<file path="src/rtl/mux_rr_arbiter.sv">
// Round-robin 4:1 arbiter feeding a registered shared data mux; grant lands one edge after request, data one edge after each beat.
// No backpressure: a granted requester ends its burst by dropping req, or is cut off after HOLD beats.
module mux_rr_arbiter #(
    parameter int DW   = 8,
    parameter int HOLD = 4
) (
    input  logic          clk,
    input  logic          rst,
    input  logic [3:0]    req,
    input  logic [DW-1:0] din0,
    input  logic [DW-1:0] din1,
    input  logic [DW-1:0] din2,
    input  logic [DW-1:0] din3,
    output logic [3:0]    gnt,
    output logic [1:0]    sel,
    output logic [DW-1:0] dout,
    output logic          dout_vld
);

    typedef enum logic {IDLE = 1'b0, GRANT = 1'b1} state_t;

    localparam logic [3:0] CNT_MAX = 4'(HOLD - 1);

    state_t        state_q, state_d;
    logic [1:0]    last_q, last_d;
    logic [3:0]    cnt_q, cnt_d;
    logic [3:0]    gnt_q, gnt_d;
    logic [1:0]    sel_q, sel_d;
    logic [DW-1:0] dout_q, dout_d;
    logic          vld_q, vld_d;

    logic          win_vld;
    logic [1:0]    win_idx;
    logic [1:0]    idx;
    logic [DW-1:0] din_sel;

    // Scan from lowest priority (last) up to highest (last+1) so the highest hit wins.
    always_comb begin
        win_vld = 1'b0;
        win_idx = last_q;
        idx     = last_q;
        for (int k = 4; k >= 1; k--) begin
            idx = last_q + k[1:0];
            if (req[idx]) begin
                win_vld = 1'b1;
                win_idx = idx;
            end
        end
    end

    always_comb begin
        case (sel_q)
            2'd0:    din_sel = din0;
            2'd1:    din_sel = din1;
            2'd2:    din_sel = din2;
            default: din_sel = din3;
        endcase
    end

    always_comb begin
        state_d = state_q;
        last_d  = last_q;
        cnt_d   = cnt_q;
        gnt_d   = gnt_q;
        sel_d   = sel_q;
        dout_d  = dout_q;
        vld_d   = 1'b0;
        case (state_q)
            IDLE: begin
                gnt_d = 4'b0000;
                if (win_vld) begin
                    gnt_d   = 4'b0001 << win_idx;
                    sel_d   = win_idx;
                    last_d  = win_idx;
                    cnt_d   = 4'd0;
                    state_d = GRANT;
                end
            end
            GRANT: begin
                if (req[sel_q]) begin
                    dout_d = din_sel;
                    vld_d  = 1'b1;
                    if (cnt_q == CNT_MAX) begin
                        gnt_d   = 4'b0000;
                        cnt_d   = 4'd0;
                        state_d = IDLE;
                    end else begin
                        cnt_d = cnt_q + 4'd1;
                    end
                end else begin
                    gnt_d   = 4'b0000;
                    cnt_d   = 4'd0;
                    state_d = IDLE;
                end
            end
            default: state_d = IDLE;
        endcase
    end

    // last resets to 3 so requester 0 has first priority.
    always_ff @(posedge clk or posedge rst) begin
        if (rst) begin
            state_q <= IDLE;
            last_q  <= 2'd3;
            cnt_q   <= 4'd0;
            gnt_q   <= 4'b0000;
            sel_q   <= 2'd0;
            dout_q  <= '0;
            vld_q   <= 1'b0;
        end else begin
            state_q <= state_d;
            last_q  <= last_d;
            cnt_q   <= cnt_d;
            gnt_q   <= gnt_d;
            sel_q   <= sel_d;
            dout_q  <= dout_d;
            vld_q   <= vld_d;
        end
    end

    assign gnt      = gnt_q;
    assign sel      = sel_q;
    assign dout     = dout_q;
    assign dout_vld = vld_q;

endmodule

</file>
<file path="config.mk">
export PLATFORM = sky130hd
export DESIGN_NAME = mux_rr_arbiter
export DESIGN_NICKNAME = d
export VERILOG_FILES = /design/src/rtl/mux_rr_arbiter.sv
export SDC_FILE = /design/constraint.sdc
export NUM_CORES = 1
export LEC_CHECK = 0
export BUFFER_PORTS_ARGS = -buffer_cell sky130_fd_sc_hd__buf_2
export CORE_UTILIZATION = 43
export DETAILED_ROUTE_END_ITERATION = 8
export GPL_ROUTABILITY_DRIVEN = 0
export PLACE_DENSITY = 0.73
export REMOVE_ABC_BUFFERS = 1
export SLEW_MARGIN = 10
export SYNTH_ARGS = -nofsm -noshare
export SYNTH_HDL_FRONTEND = slang
export SYNTH_SLANG_ARGS = --single-unit
export TNS_END_PERCENT = 1
</file>
<file path="constraint.sdc">
create_clock -name clk -period 2.2 [get_ports clk]
set_input_delay 0.33 -clock clk [delete_from_list [all_inputs] [get_ports clk]]
set_output_delay 0.33 -clock clk [all_outputs]
set_load 0.03 [all_outputs]
</file>
==> run_results.csv <==
group,metric,value,unit
global_routing,grt_max_degree,23,
critical_path,cp.required,2400,ps
cts,clkLatencyLatePin,310,ps
yosys,ys.flop_type,"dfrtp_1",
cts,path_clk_slew,120,ps
cells_and_area,syn2layout_area_growth,26.2,%
critical_path,timing.rr.start,"sel[1]",
timing,skew,7.84,ps
yosys,syn_area,1230,sq um
cts,cts_setup_buffers,0,
power_and_ir_drop,power_density,1400,nW/um^2
critical_path,worstPathArrival,1950,ps
yosys,yosys_warnings,0,
timing,layout_min_cycle_time,1750,ps
global_routing,grt.total_usage,17.8,%
power_and_ir_drop,p_seq_share,34.0,%
timing,rsz0062_at_grt,"no",
die,rows,19,
cells_and_area,register_area,553,sq um
cts,clock-root-buffer,"clkbuf_4",
die,die_area,3080,sq um
routing,finalWirelength,2470,um
critical_path,slowest_stage,"dfrtp_1",
die,die_y,55.5,um
cells_and_area,mostFrequentLayoutCells,"buf_2, dfrtp_1, mux4_1",
timing,relSlewSlack,47.1,%
global_routing,grt_pass1_wl,4320,um
routing,vias_per_cell,5.59,
critical_path,endpoint_kind,"register",
timing,setup_tns,0,ps
power_and_ir_drop,leakage,0.000778,uW
power_and_ir_drop,p_switching,907,uW
yosys,avgSynthCellArea,13.7,sq um
power_and_ir_drop,max-vdd-ir-drop,771,uV
critical_path,r2r-end,"dout[7]",
power_and_ir_drop,p_comb_share,55.9,%
cts,cts_buffers,3,
status,outcome,"complete, no violations",
global_routing,antenna_found_initial,0,
timing,fmax,571,MHz
place,dp_hpwl,1940,um
cells_and_area,final_common_cell,"buf_2",
die,ios,53,
global_routing,grt_pass1_vias,995,
critical_path,crit_buf_inv,1,
timing,tightest_slew,793,ps
critical_path,critical_path_class,"reg -> reg",
cells_and_area,nFillCells,234,
yosys,synthArstFlopShare,100,%
cells_and_area,multi_input_area,632,sq um
timing,setup_slack,449,ps
cts,cts_sinks,22,
routing,wl_per_cell,14.0,um
global_routing,grt_overflow_total,0,
cts,cts_resized,0,
cts,htree_levels,1,
critical_path,critPathMaxStageDelay,610,ps
global_routing,grt_util_met3,3.98,%
cells_and_area,antenna_cells,0,
yosys,synthCells,90,
yosys,ys_ff_latch,22,
min_path,hold_path_class,"in -> async",
global_routing,met1_usage,20.1,%
die,die_w,55.5,um
power_and_ir_drop,netSwitchingFraction,41.7,%
yosys,synth_cell_types,31,
global_routing,grt-busiest-layer,"met2",
routing,drt-initial-drc-count,12,
routing,vias,983,
timing,slew_violations,0,
cts,clockBufferDepth,2,
power_and_ir_drop,p_clk_share,10.0,%
yosys,ys_seq_area_share,44.9,%
cells_and_area,final_nets,185,
global_routing,met2_usage,33.2,%
critical_path,crit_fanout,12,
critical_path,reg2reg_slack,450,ps
timing,period_share,79.6,%
routing,drc,0,
critical_path,start_kind,"register",
timing,hold_viol,0,
cells_and_area,drive_gt1_share,52.4,%
routing,final_antenna_net_count,0,
place,preCtsSetupSlack,432,ps
critical_path,rr_worst_depth,4,
die,start_util,45.0,%
power_and_ir_drop,intPower,1270,uW
cts,cts_tree,"done",
place,port_buffers,52,
die,fp.coreArea,2730,sq um
critical_path,path_cells,"nand2_1 -> o22ai_2 -> buf_4 -> mux2_2",
critical_path,critPathTopFamily,"flip-flops",
routing,drt_first_pass_iters,4,
yosys,synth-edff-count,0,
job,drv_cap,0,
cts,cts_hold_buf,0,
timing,finalSetupViolations,0,
==> power groups by stage <==
stage,logic (uW),clock network [uW],registers [uW]
after floorplan,630,0,1010
after global placement,1190,0,742
after detailed placement,1230,0,748
after CTS,1230,225,742
after global routing,1310,247,773
final,1220,219,741
==> worst register-to-register path: cells and delay by family, from the launching register on <==
family | cells | cell delay, ps
flip-flops | 1 | 610
multiplexers | 1 | 350
AO/OA/AOI/OAI | 1 | 320
buffers and inverters | 1 | 260
AND/OR/NAND/NOR | 1 | 110
==> cells in the mapped netlist, types with 2 or more instances <==
| master | instances | area share, % |
|---|---|---|
| a22o_2 | 2 | 1.6 |
| nor2_1 | 5 | 1.5 |
| nand2b_1 | 4 | 2.0 |
| o2bb2ai_1 | 4 | 2.8 |
| a21oi_1 | 5 | 2.0 |
| inv_1 | 5 | 1.5 |
| nand3_1 | 2 | 0.81 |
| o21ai_0 | 2 | 0.81 |
| mux2_4 | 5 | 6.1 |
| buf_6 | 2 | 1.8 |
| mux2i_1 | 2 | 1.6 |
| dfrtp_1 | 20 | 41 |
| or2_2 | 2 | 1.0 |
| o21a_1 | 2 | 1.2 |
| mux2_2 | 4 | 3.7 |
| dfstp_2 | 2 | 4.3 |
| mux4_1 | 8 | 17 |
==> flip-flops by register name, indices dropped and copies added (netlist names) <==
register / flops
state_q: 1
dout: 8
gnt: 4
sel: 2
cnt_q: 4
last_q: 2
dout_vld: 1
==> how the worst max path moves through the flow <==
| stage | start | endpoint | slack (ps) | depth (start not counted) |
|---|---|---|---|---|
| finish | sel[1] | dout[7] | 450 | 4 |
| CTS | sel[1] | dout[7] | 420 | 4 |
| floorplan | sel[0] | dout[0] | 250 | 3 |
| global route | sel[1] | dout[7] | 320 | 4 |
| detailed placement | sel[1] | dout[7] | 430 | 4 |
| global placement | sel[1] | dout[6] | 490 | 4 |
==> layer usage <==
layer / share of wire, % / wire length, um
met1: 41 / 1010
met2: 51 / 1250
met4: 1.3 / 33
met3: 7.3 / 180
met5: 0 / 0
==> logic make-up (layout without fill, tap and decap cells) <==
group / count (synthesis) / count (layout) / synth area share [%]
AO/OA/AOI/OAI: 23 / 23 / 14.5
flip-flops: 22 / 22 / 44.9
buffers and inverters: 8 / 63 / 3.76
adder cells (fa/ha/maj): 1 / 1 / 1.02
AND/OR/NAND/NOR: 17 / 17 / 7.32
multiplexers: 19 / 19 / 28.5
==> area by class of cell <==
cell class | instances | share of cell area (%)
clock buffers | 4 | 2.33
flip-flops and latches | 22 | 35.6
multi-input cells | 60 | 40.7
repair buffers | 54 | 17.7
well taps | 31 | 2.50
inverters | 5 | 1.21
==> per-stage QoR <==
step | area (sq um) | util (%) | total power (uW) | hold slack (ps) | cells
floorplan | 1200 | - | 1640 | 318 | 87
global placement | 1520 | 55.5 | 1940 | 474 | 172
detailed placement | 1520 | 55.5 | 1970 | 478 | 172
CTS | 1550 | 56.8 | 2200 | 184 | 176
global route | 1550 | 56.8 | 2330 | 215 | 176
finish | 1550 | 56.8 | 2180 | 149 | 176
Power figures use the tool's default switching activity.
